$ cat config.mk
export PLATFORM = sky130hd
export DESIGN_NAME = div_iter_lz
export DESIGN_NICKNAME = d
export VERILOG_FILES = /design/src/rtl/div_iter_lz.sv
export SDC_FILE = /design/constraint.sdc
export NUM_CORES = 1
export LEC_CHECK = 0
export CORE_AREA = 2 2 170 256
export DETAILED_ROUTE_END_ITERATION = 10
export DIE_AREA = 0 0 172 258
export GPL_TIMING_DRIVEN = 0
export PLACE_DENSITY_LB_ADDON = 0.05
export SYNTH_ARGS = -nofsm -noshare
export SYNTH_HDL_FRONTEND = slang
export SYNTH_SLANG_ARGS = --single-unit
$ cat constraint.sdc
create_clock -name clk -period 8.9 [get_ports clk]
set_clock_uncertainty 0.15 [all_clocks]
set_input_delay 1.78 -clock clk [delete_from_list [all_inputs] [get_ports clk]]
set_output_delay 1.78 -clock clk [all_outputs]
set_load 0.1 [all_outputs]
$ cat src/rtl/div_iter_lz.sv
// Multi-cycle DIV/DIVU unit: HI=remainder, LO=quotient.
// Leading-zero counts from external CLZ blocks let it skip leading quotient bits.
module div_iter_lz #(
  parameter int DATA_W = 32,
  parameter int LZ_W   = 6
) (
  input  logic              clk,
  input  logic              rst,
  input  logic              start,
  input  logic              is_signed,
  input  logic [DATA_W-1:0] a,
  input  logic [DATA_W-1:0] b,
  output logic [DATA_W-1:0] mag_a_o,
  output logic [DATA_W-1:0] mag_b_o,
  input  logic [LZ_W-1:0]   lz_a,
  input  logic [LZ_W-1:0]   lz_b,
  output logic              busy,
  output logic              done,
  output logic              div_zero,
  output logic [DATA_W-1:0] hi,
  output logic [DATA_W-1:0] lo
);

  typedef enum logic [1:0] {IDLE, PREP, CALC, FIN} state_t;

  state_t              state, state_nx;
  logic                sign_a, sign_b, sgn, dz;
  logic [DATA_W-1:0]   rem, quo;
  logic [LZ_W-1:0]     cnt;
  logic [DATA_W-1:0]   abs_a, abs_b;
  logic [2*DATA_W-1:0] t;
  logic                ge;
  logic                b_zero, early;

  always_comb begin
    abs_a  = (is_signed & a[DATA_W-1]) ? -a : a;
    abs_b  = (is_signed & b[DATA_W-1]) ? -b : b;
    t      = {rem, quo} << 1;
    ge     = t[2*DATA_W-1:DATA_W] >= mag_b_o;
    b_zero = (mag_b_o == '0);
    // |b| has more significant bits than |a| (or a is zero): quotient is 0
    early  = (lz_a > lz_b);
  end

  always_ff @(posedge clk or posedge rst) begin
    if (rst) state <= IDLE;
    else     state <= state_nx;
  end

  always_comb begin
    state_nx = state;
    case (state)
      IDLE:    if (start) state_nx = PREP;
      PREP:    state_nx = (b_zero || early) ? FIN : CALC;
      CALC:    if (cnt == LZ_W'(1)) state_nx = FIN;
      FIN:     state_nx = IDLE;
      default: state_nx = IDLE;
    endcase
  end

  always_comb begin
    busy = (state != IDLE);
  end

  always_ff @(posedge clk or posedge rst) begin
    if (rst) begin
      mag_a_o  <= '0;
      mag_b_o  <= '0;
      sign_a   <= 1'b0;
      sign_b   <= 1'b0;
      sgn      <= 1'b0;
      dz       <= 1'b0;
      rem      <= '0;
      quo      <= '0;
      cnt      <= '0;
      hi       <= '0;
      lo       <= '0;
      done     <= 1'b0;
      div_zero <= 1'b0;
    end else begin
      done <= 1'b0;
      case (state)
        IDLE: begin
          if (start) begin
            mag_a_o <= abs_a;
            mag_b_o <= abs_b;
            sign_a  <= a[DATA_W-1];
            sign_b  <= b[DATA_W-1];
            sgn     <= is_signed;
            dz      <= 1'b0;
          end
        end
        PREP: begin
          if (b_zero) begin
            quo <= '1;
            rem <= mag_a_o;
            dz  <= 1'b1;
          end else if (early) begin
            quo <= '0;
            rem <= mag_a_o;
          end else begin
            // left-align the dividend so only its significant bits are stepped
            quo <= mag_a_o << lz_a;
            rem <= '0;
            cnt <= LZ_W'(DATA_W) - lz_a;
          end
        end
        CALC: begin
          if (ge) begin
            rem <= t[2*DATA_W-1:DATA_W] - mag_b_o;
            quo <= {t[DATA_W-1:1], 1'b1};
          end else begin
            rem <= t[2*DATA_W-1:DATA_W];
            quo <= t[DATA_W-1:0];
          end
          cnt <= cnt - LZ_W'(1);
        end
        FIN: begin
          lo       <= (sgn & (sign_a ^ sign_b) & ~dz) ? -quo : quo;
          hi       <= (sgn & sign_a) ? -rem : rem;
          done     <= 1'b1;
          div_zero <= dz;
        end
        default: ;
      endcase
    end
  end

endmodule

======== Word-level counts from Yosys, hierarchy flattened ========
Index checks and enable logic that the tools add are counted.
storage, ports and cells
  flip-flop bits (word level) ............. 206
  bits in latches ......................... 0
  RAM bits ................................ 0
  ROM bits ................................ 0
  input bits .............................. 80
  memories kept ........................... 0
operators by class
  add/subtract/negate cells ............... 7
  multiply operators ...................... 0
  divide/modulo/power cells ............... 0
  order comparisons ....................... 2
  eq/ne operators ......................... 9
  shift operators ......................... 1
  multiplexer cells ....................... 23
  bitwise gates (word level) .............. 7
  reduce and logical (&&, ||, !) cells .... 10
operators with widths
  operator                                                               count
  32-bit two-way mux                                                     9
  32-bit negation                                                        4
  32-bit case mux with 2 select lines                                    2
  32-bit greater-or-equal comparator                                     1
  32-bit zero test                                                       1
  32-bit by 6-bit << shifter with 32-bit output                          1
  32-bit subtractor                                                      1
  6-bit two-way mux                                                      2
  6-bit case mux with 2 select lines                                     1
  2-bit != test, second input constant                                   5
  2-bit case mux with 4 select lines                                     1
  6-bit by 1-bit equality test with 1-bit output, second input constant  1
  6-bit > comparator                                                     1
  3-bit AND reduction                                                    2
  2-bit nonzero test                                                     3
  6-bit by 1-bit subtractor with 6-bit output, second input constant     1
  6-bit subtractor, first input constant                                 1
  1-bit bitwise AND                                                      5
  1-bit two-way mux                                                      5
  2-bit equality test, second input constant                             2
  2-bit two-way mux                                                      2
  2-bit AND reduction                                                    2
  2-bit by 1-bit equality test with 1-bit output, second input constant  1
  2-bit zero test                                                        1
  4 further kinds                                                        4

======== Logic depth before layout (Yosys ltp) ========
Gate-level depths: netlist of the first run.
  depth after elaboration ................. 4
  mapped depth ............................ 14

======== Worst setup path before layout of the first run ========
OpenSTA, ideal clock, no wires.
  kind .................................... input port to flip-flop
  start ................................... input port lz_a[0]
  end ..................................... register rem[14]
  arrival time ............................ 4.275 ns
  path slack .............................. 4.333 ns
  cell stages on the path ................. 13
  path buffers ............................ 5
  cell sequence ........................... buf_2 buf_2 buf_2 inv_1 ha_1 nand2_1 or2_2 a21o_1 nor2b_1 clkbuf_1 clkbuf_1 a221oi_1 a22oi_1
on the way
  word-level cells in the longest chain between the ends .. 4
RTL lines
  what                                 line  RTL
  from (decl)                          15    input logic [LZ_W-1:0] lz_a,
  6-bit > comparator                   42    early = (lz_a > lz_b);
  32-bit two-way mux                   98    end else if (early) begin
  32-bit two-way mux                   94    if (b_zero) begin
  32-bit case mux with 2 select lines  82    case (state)
  to (signal assigned)                 96    rem <= mag_a_o;
  to (signal assigned)                 100   rem <= mag_a_o;
  to (signal assigned)                 110   rem <= t[2*DATA_W-1:DATA_W] - mag_b_o;
  to (decl)                            28    logic [DATA_W-1:0] rem, quo;
Every way passes these cells.
A chain may end at the register's enable or synchronous reset.

======== Final worst setup path of the first run ========
  start ................................... input port lz_a[0]
  end ..................................... register rem[21]
The elaborated chain is that of the path after synthesis.

==> flow_summary.yaml, run 1 <==
sta:
  period_share_pct: 54.2
  rsz0062_at_grt: "false"
  max-slew-margin-rel_pct: 17.9
  setup_viol: 0
  worst_pin_slew_ns: 1.22
  max_freq_ghz: 0.207
  finalSetupTns_ns: 0
  layout_setup_ws_ns: 4.08
  hold_violations: 0
  fin_crit_ns: 4.82
  drv_slew: 0
routing:
  drc: 0
  wl_per_cell_um: 22.2
  antenna_left: 0
  dr.pass1.iters: 5
  num_vias: 13995
  drt_iter0_drc: 869
  drt_wl_total_um: 56700
  vias_per_cell: 5.47
synthesis:
  synth_cell_types: 67
  yosys_warnings: 0
  seq_area_frac_synth_pct: 35.3
  syn_avg_cell_area_um2: 8.40
  syn_area_mm2: 0.0146
  synth_edf_count: 0
  netlist_instances: 1738
  yosys_register_bits: 206
  synth-main-ff-cell: "dfrtp_1"
  syn_nets: 1869
  async_flop_share_pct: 100
cts:
  post_cts.repair.setup_buffers: 0
  ctsHoldBuffers: 0
  ctsResizeCount: 0
  clock_latency_ns: 0.55
  cts_num_sinks: 206
  tritoncts: "done"
  htree_levels: 1
  cts_buffers: 23
  clock-root-buffer: "clkbuf_16"
  clk_pin_slew_ns: 0.07
  clk_path_buf_depth: 3
setup_path:
  crit_type: "in2reg"
  r2r-end: "rem[25]"
  r2r_setup_slack_ns: 4.44
  worstSetupEndpointType: "flip-flop"
  reg2reg_depth: 12
  crit_start: "lz_a[0]"
  reg2reg_from: "rem[18]"
  critPathMaxFanout: 10
  startpoint_type: "input pin"
  crit_path_end: "rem[21]"
  cp.arrival_ns: 5.14
  required_ns: 9.21
floorplanning:
  die_area_mm2: 0.0444
  die_x_um: 172
  start_util_pct: 34.5
  core-area_mm2: 0.0424
  row_count: 93
  fp.dieH_um: 258
  io_pins: 211
placement:
  dp_hpwl_um: 45500
  dp_slack_ns: 3.52
  gp_congestion: 0.910
  port_buffers: 209
layout:
  layout-drive-gt1-share_pct: 5.68
  nets: 2104
  areaGrowthSynthToFinish_pct: 24.9
  diodes: 0
grt:
  grt_max_degree: 119
  overflow: 0
  grt_pass1_vias: 13981
  grtUsageTotal_pct: 25.3
  grt_pass1_wl_um: 85100
  antenna_found_initial: 0
run_status:
  status: "completed"
worst_hold_path:
  whs_path_depth: 1
  hp-class: "reg2reg"
flow_run:
  drv_cap: 0
## sequential cells by signal, summed over array words and instances, names as in the netlist, 2 cells and up
| signal | cells |
|---|---|
| rem | 32 |
| lo | 32 |
| state | 2 |
| quo | 32 |
| hi | 32 |
| cnt | 6 |
| mag_b_o | 32 |
| mag_a_o | 32 |
## logic make-up after synthesis
family | Yosys count | share of synthesized area (%)
DFF | 206 | 35.3
muxes | 73 | 7.70
and+or+nand+nor | 532 | 16.4
AOI/OAI and AO/OA | 528 | 22.2
adders and majority gates | 51 | 4.42
buffers and inverters | 204 | 5.34
xor gates and xnor gates | 144 | 8.64
## worst max-delay path: stages
cell and delay, ns:
buf_2 0.24, buf_2 0.36, buf_2 0.35, inv_1 0.14
ha_1 0.21, inv_1 0.05, a21oi_1 0.06, o221ai_1 0.43
a21o_1 0.26, nor2b_1 0.15, clkbuf_1 0.22, clkbuf_1 0.42
nand2_1 0.22, a41oi_1 0.24
## synth_stat cells (all sizes together) (9+ instances only)
cell      n  area, um2
inv      96        360
buf      18       81.3
mux2i    19        190
o21ai   162        811
mux4     29        653
o22ai    10       62.6
nand4    12       75.1
clkbuf   89        334
and3     12       75.1
and2      9       56.3
dfrtp   206       5150
a21o     29        218
xnor2    91        797
a21oi   160        801
nor4     21        138
mux2     25        282
a221oi   27        236
a31oi    26        163
nand3    25        125
o31ai    20        150
a211oi   11       82.6
nor3     33        170
nand2   216        811
o21a     10       75.1
ha       50        626
xor2     53        464
nand2b   12       75.1
nor2    152        571
or4      11       86.3
## worst min path at each step
stage,slack (ns),startpoint,endpoint
6_report,0.35,hi[24],hi[24]
5_1_grt,0.37,hi[24],hi[24]
4_1_cts,0.36,hi[24],hi[24]
3_5_place_dp,0.35,hi[30],hi[30]
3_3_place_gp,0.34,hi[24],hi[24]
2_1_floorplan,0.32,cnt[1],cnt[1]
## area by class of cell
type                       instances  area, um2
fill                            4349      24100
timing repair buffer             210       2120
inverter                          97        372
multi-input combinational       1328       8670
sequential                       206       5150
clock buffer                      36        704
buffer                           107        415
tap                              570        713
clock inverter                     6       91.3
## layout by cell type, fill, tap and decap left out, types with 27 or more instances in the layout
cell type and n:
xor2_1 53, clkdlybuf4s50_1 209, clkbuf_1 94, nor2_1 152
nor3_1 32, a221oi_1 27, dfrtp_1 206, a21o_1 29
mux4_2 29, inv_1 95, nand2_1 216, xnor2_1 91
o21ai_0 159, ha_1 50, a21oi_1 160
## layer usage
layer,vias to the layer above,part of all wire (%),global-route usage [%]
li1,6703,-,-
met1,6718,38,28.1
met2,430,53,47.3
met3,144,3.4,2.04
met4,0,5.6,13.2
met5,-,0,0
## per-stage QoR
stage	cell area, um2	hold WS [ns]	cells	util (%)
2_1_floorplan	14600	0.315	1738	-
3_3_place_gp	17400	0.343	2517	41.1
3_5_place_dp	17400	0.348	2518	41.2
4_1_cts	18200	0.362	2560	43.1
5_1_grt	18200	0.370	2560	43.1
6_report	18200	0.355	2560	43.1
Power of run 1 is left out: the tool's default activity adds up to more than one toggle a clock period on the data nets, which glitch-free logic cannot reach.
==> run 2: changes to the inputs <==
==> constraint.sdc (replaced) <==
create_clock -name clk -period 4.16 [get_ports clk]
set_clock_uncertainty 0.15 [all_clocks]
set_input_delay 0.832 -clock clk [delete_from_list [all_inputs] [get_ports clk]]
set_output_delay 0.832 -clock clk [all_outputs]
set_load 0.1 [all_outputs]
==> run 2 against run 1 <==
Register-to-register slack got worse by 4.2 ns; non-clock buffer count increased by 5; sequential cell count unchanged; routed wire length increased by 0.19%; critical path depth decreased by 5; hold slack improved by 0.0027 ns; die area unchanged; cell area increased by 0.47%; global-route usage increased by 0.36 points; utilization increased by 0.20 points; critical endpoint is now quo[14].
==> flow_summary.yaml, run 2 (synthesis results as in run 1) <==
worst_hold_path:
  min_from: "div_zero"
  whs_path_depth: 1
  min_to: "div_zero"
  hp-class: "reg2reg"
layout:
  mostFrequentLayoutCells: "nand2_1, clkdlybuf4s50_1, dfrtp_1"
  num-fill-cells: 4419
  final_common_cell: "nand2_1"
  layout-drive-gt1-share_pct: 6.17
  nets: 2109
  diodes: 0
  final_util_pct: 43.3
  areaGrowthSynthToFinish_pct: 25.5
setup_path:
  startpoint_type: "input pin"
  crit_type: "in2reg"
  path_buf_inv: 3
  cp.arrival_ns: 4.26
  reg2reg_from: "rem[18]"
  critical_path.top_delay_family: "buffers and inverters"
  path_cells: "clkdlybuf4s50_1 > clkbuf_1 > clkbuf_1 > mux4_2 > mux2i_1 > a21oi_1 > a311oi_1 > a21oi_1 > mux2_2"
  required_ns: 4.44
  cp_slowest_cell: "a311oi_1"
  critPathMaxFanout: 10
  r2r-end: "quo[0]"
  reg2reg_depth: 11
  cpPeakStageDelay_ns: 0.60
  r2r_setup_slack_ns: 0.27
  worstSetupEndpointType: "flip-flop"
grt:
  grt.busiest_layer: "met2"
  grtUsageTotal_pct: 25.6
  overflow: 0
  grt_pass1_wl_um: 86700
  antenna_found_initial: 0
  use_met1_pct: 28.8
  use_met3_pct: 2.93
  grt_pass1_vias: 14172
  grt_max_degree: 42
  use_met2_pct: 47.3
cts:
  ctsHoldBuffers: 0
  cts_buffers: 23
  clock-root-buffer: "clkbuf_16"
  tritoncts: "done"
  cts_num_sinks: 206
  htree_levels: 1
  clock_latency_ns: 0.54
  clk_pin_slew_ns: 0.06
  clk_path_buf_depth: 3
sta:
  period_share_pct: 95.8
  fin_hold_ws_ns: 0.358
  hold_violations: 0
  drv_slew: 0
  worst_pin_slew_ns: 1.19
  max-slew-margin-rel_pct: 19.7
  rsz0062_at_grt: "false"
  max_freq_ghz: 0.251
  finalSetupTns_ns: 0
  fin_crit_ns: 3.99
  setup_viol: 0
placement:
  gp_congestion: 0.921
  port_buffers: 209
  dp_hpwl_um: 46000
floorplanning:
  die_area_mm2: 0.0444
  row_count: 93
  io_pins: 211
  die_x_um: 172
  start_util_pct: 34.5
  fp.dieH_um: 258
  core-area_mm2: 0.0424
routing:
  vias_per_cell: 5.48
  drc: 0
  drt_wl_total_um: 56800
  wl_per_cell_um: 22.2
  dr.pass1.iters: 5
  antenna_left: 0
  drt_iter0_drc: 780
  num_vias: 14044
flow_run:
  drv_cap: 0
run_status:
  status: "completed"
run 2: layer usage:
metal / wire (um) / part of all wire, % / vias to the layer above
met4: 3190 / 5.6 / 0
li1: - / - / 6725
met5: 0 / 0 / -
met3: 2450 / 4.3 / 142
met2: 29900 / 53 / 466
met1: 21300 / 38 / 6711
run 2: worst reg2reg max path, cell delays in order (launching register included):
cell,delay (ns)
dfrtp_1,0.59
ha_1,0.42
a21oi_1,0.30
o211ai_1,0.15
a41oi_1,0.44
nor2_1,0.11
o31a_1,0.40
nor3b_1,0.26
buf_2,0.29
buf_2,0.31
nand3b_1,0.22
o21ai_0,0.11
run 2: how the worst max path moves through the flow:
| stage | end | from | slack, ns | depth (start not counted) |
|---|---|---|---|---|
| 6_report | quo[14] | lz_a[1] | 0.17 | 9 |
| 5_1_grt | rem[21] | lz_a[0] | 0.003 | 14 |
| 4_1_cts | rem[27] | rem[18] | 0.05 | 12 |
| 3_5_place_dp | quo[14] | lz_a[1] | -0.31 | 9 |
| 3_3_place_gp | mag_a_o[14] | rst | -1.35 | 2 |
| 2_1_floorplan | rem[24] | mag_b_o[2] | 0.43 | 12 |
run 2: timing repair:
item | in CTS | in global routing
cloned | 0 | 0
setup endpoints to repair | 2 | 17
buffers inserted | 0 | 1
pin swaps | 0 | 0
hold endpoints to repair | 0 | 0
gates resized for setup | 1 | 2
run 2: cell type report:
cell class	count	area, um2	share of cell area (%)
Tap cell	570	713	3.89
Sequential cell	206	5150	28.1
Clock buffer	28	614	3.35
Timing Repair Buffer	216	2220	12.1
Inverter	97	368	2.01
Clock inverter	14	173	0.942
Buffer	106	414	2.26
Multi-Input combinational cell	1328	8670	47.3
run 2: through the flow:
step	worst slack, ns	instance area [um2]	std cells
2_1_floorplan	0.434	14600	1738
4_1_cts	0.0472	18300	2565
3_3_place_gp	-1.35	17400	2517
6_report	0.174	18300	2565
3_5_place_dp	-0.308	17500	2523
5_1_grt	0.00337	18300	2565
Power of run 2 is left out for the same reason.
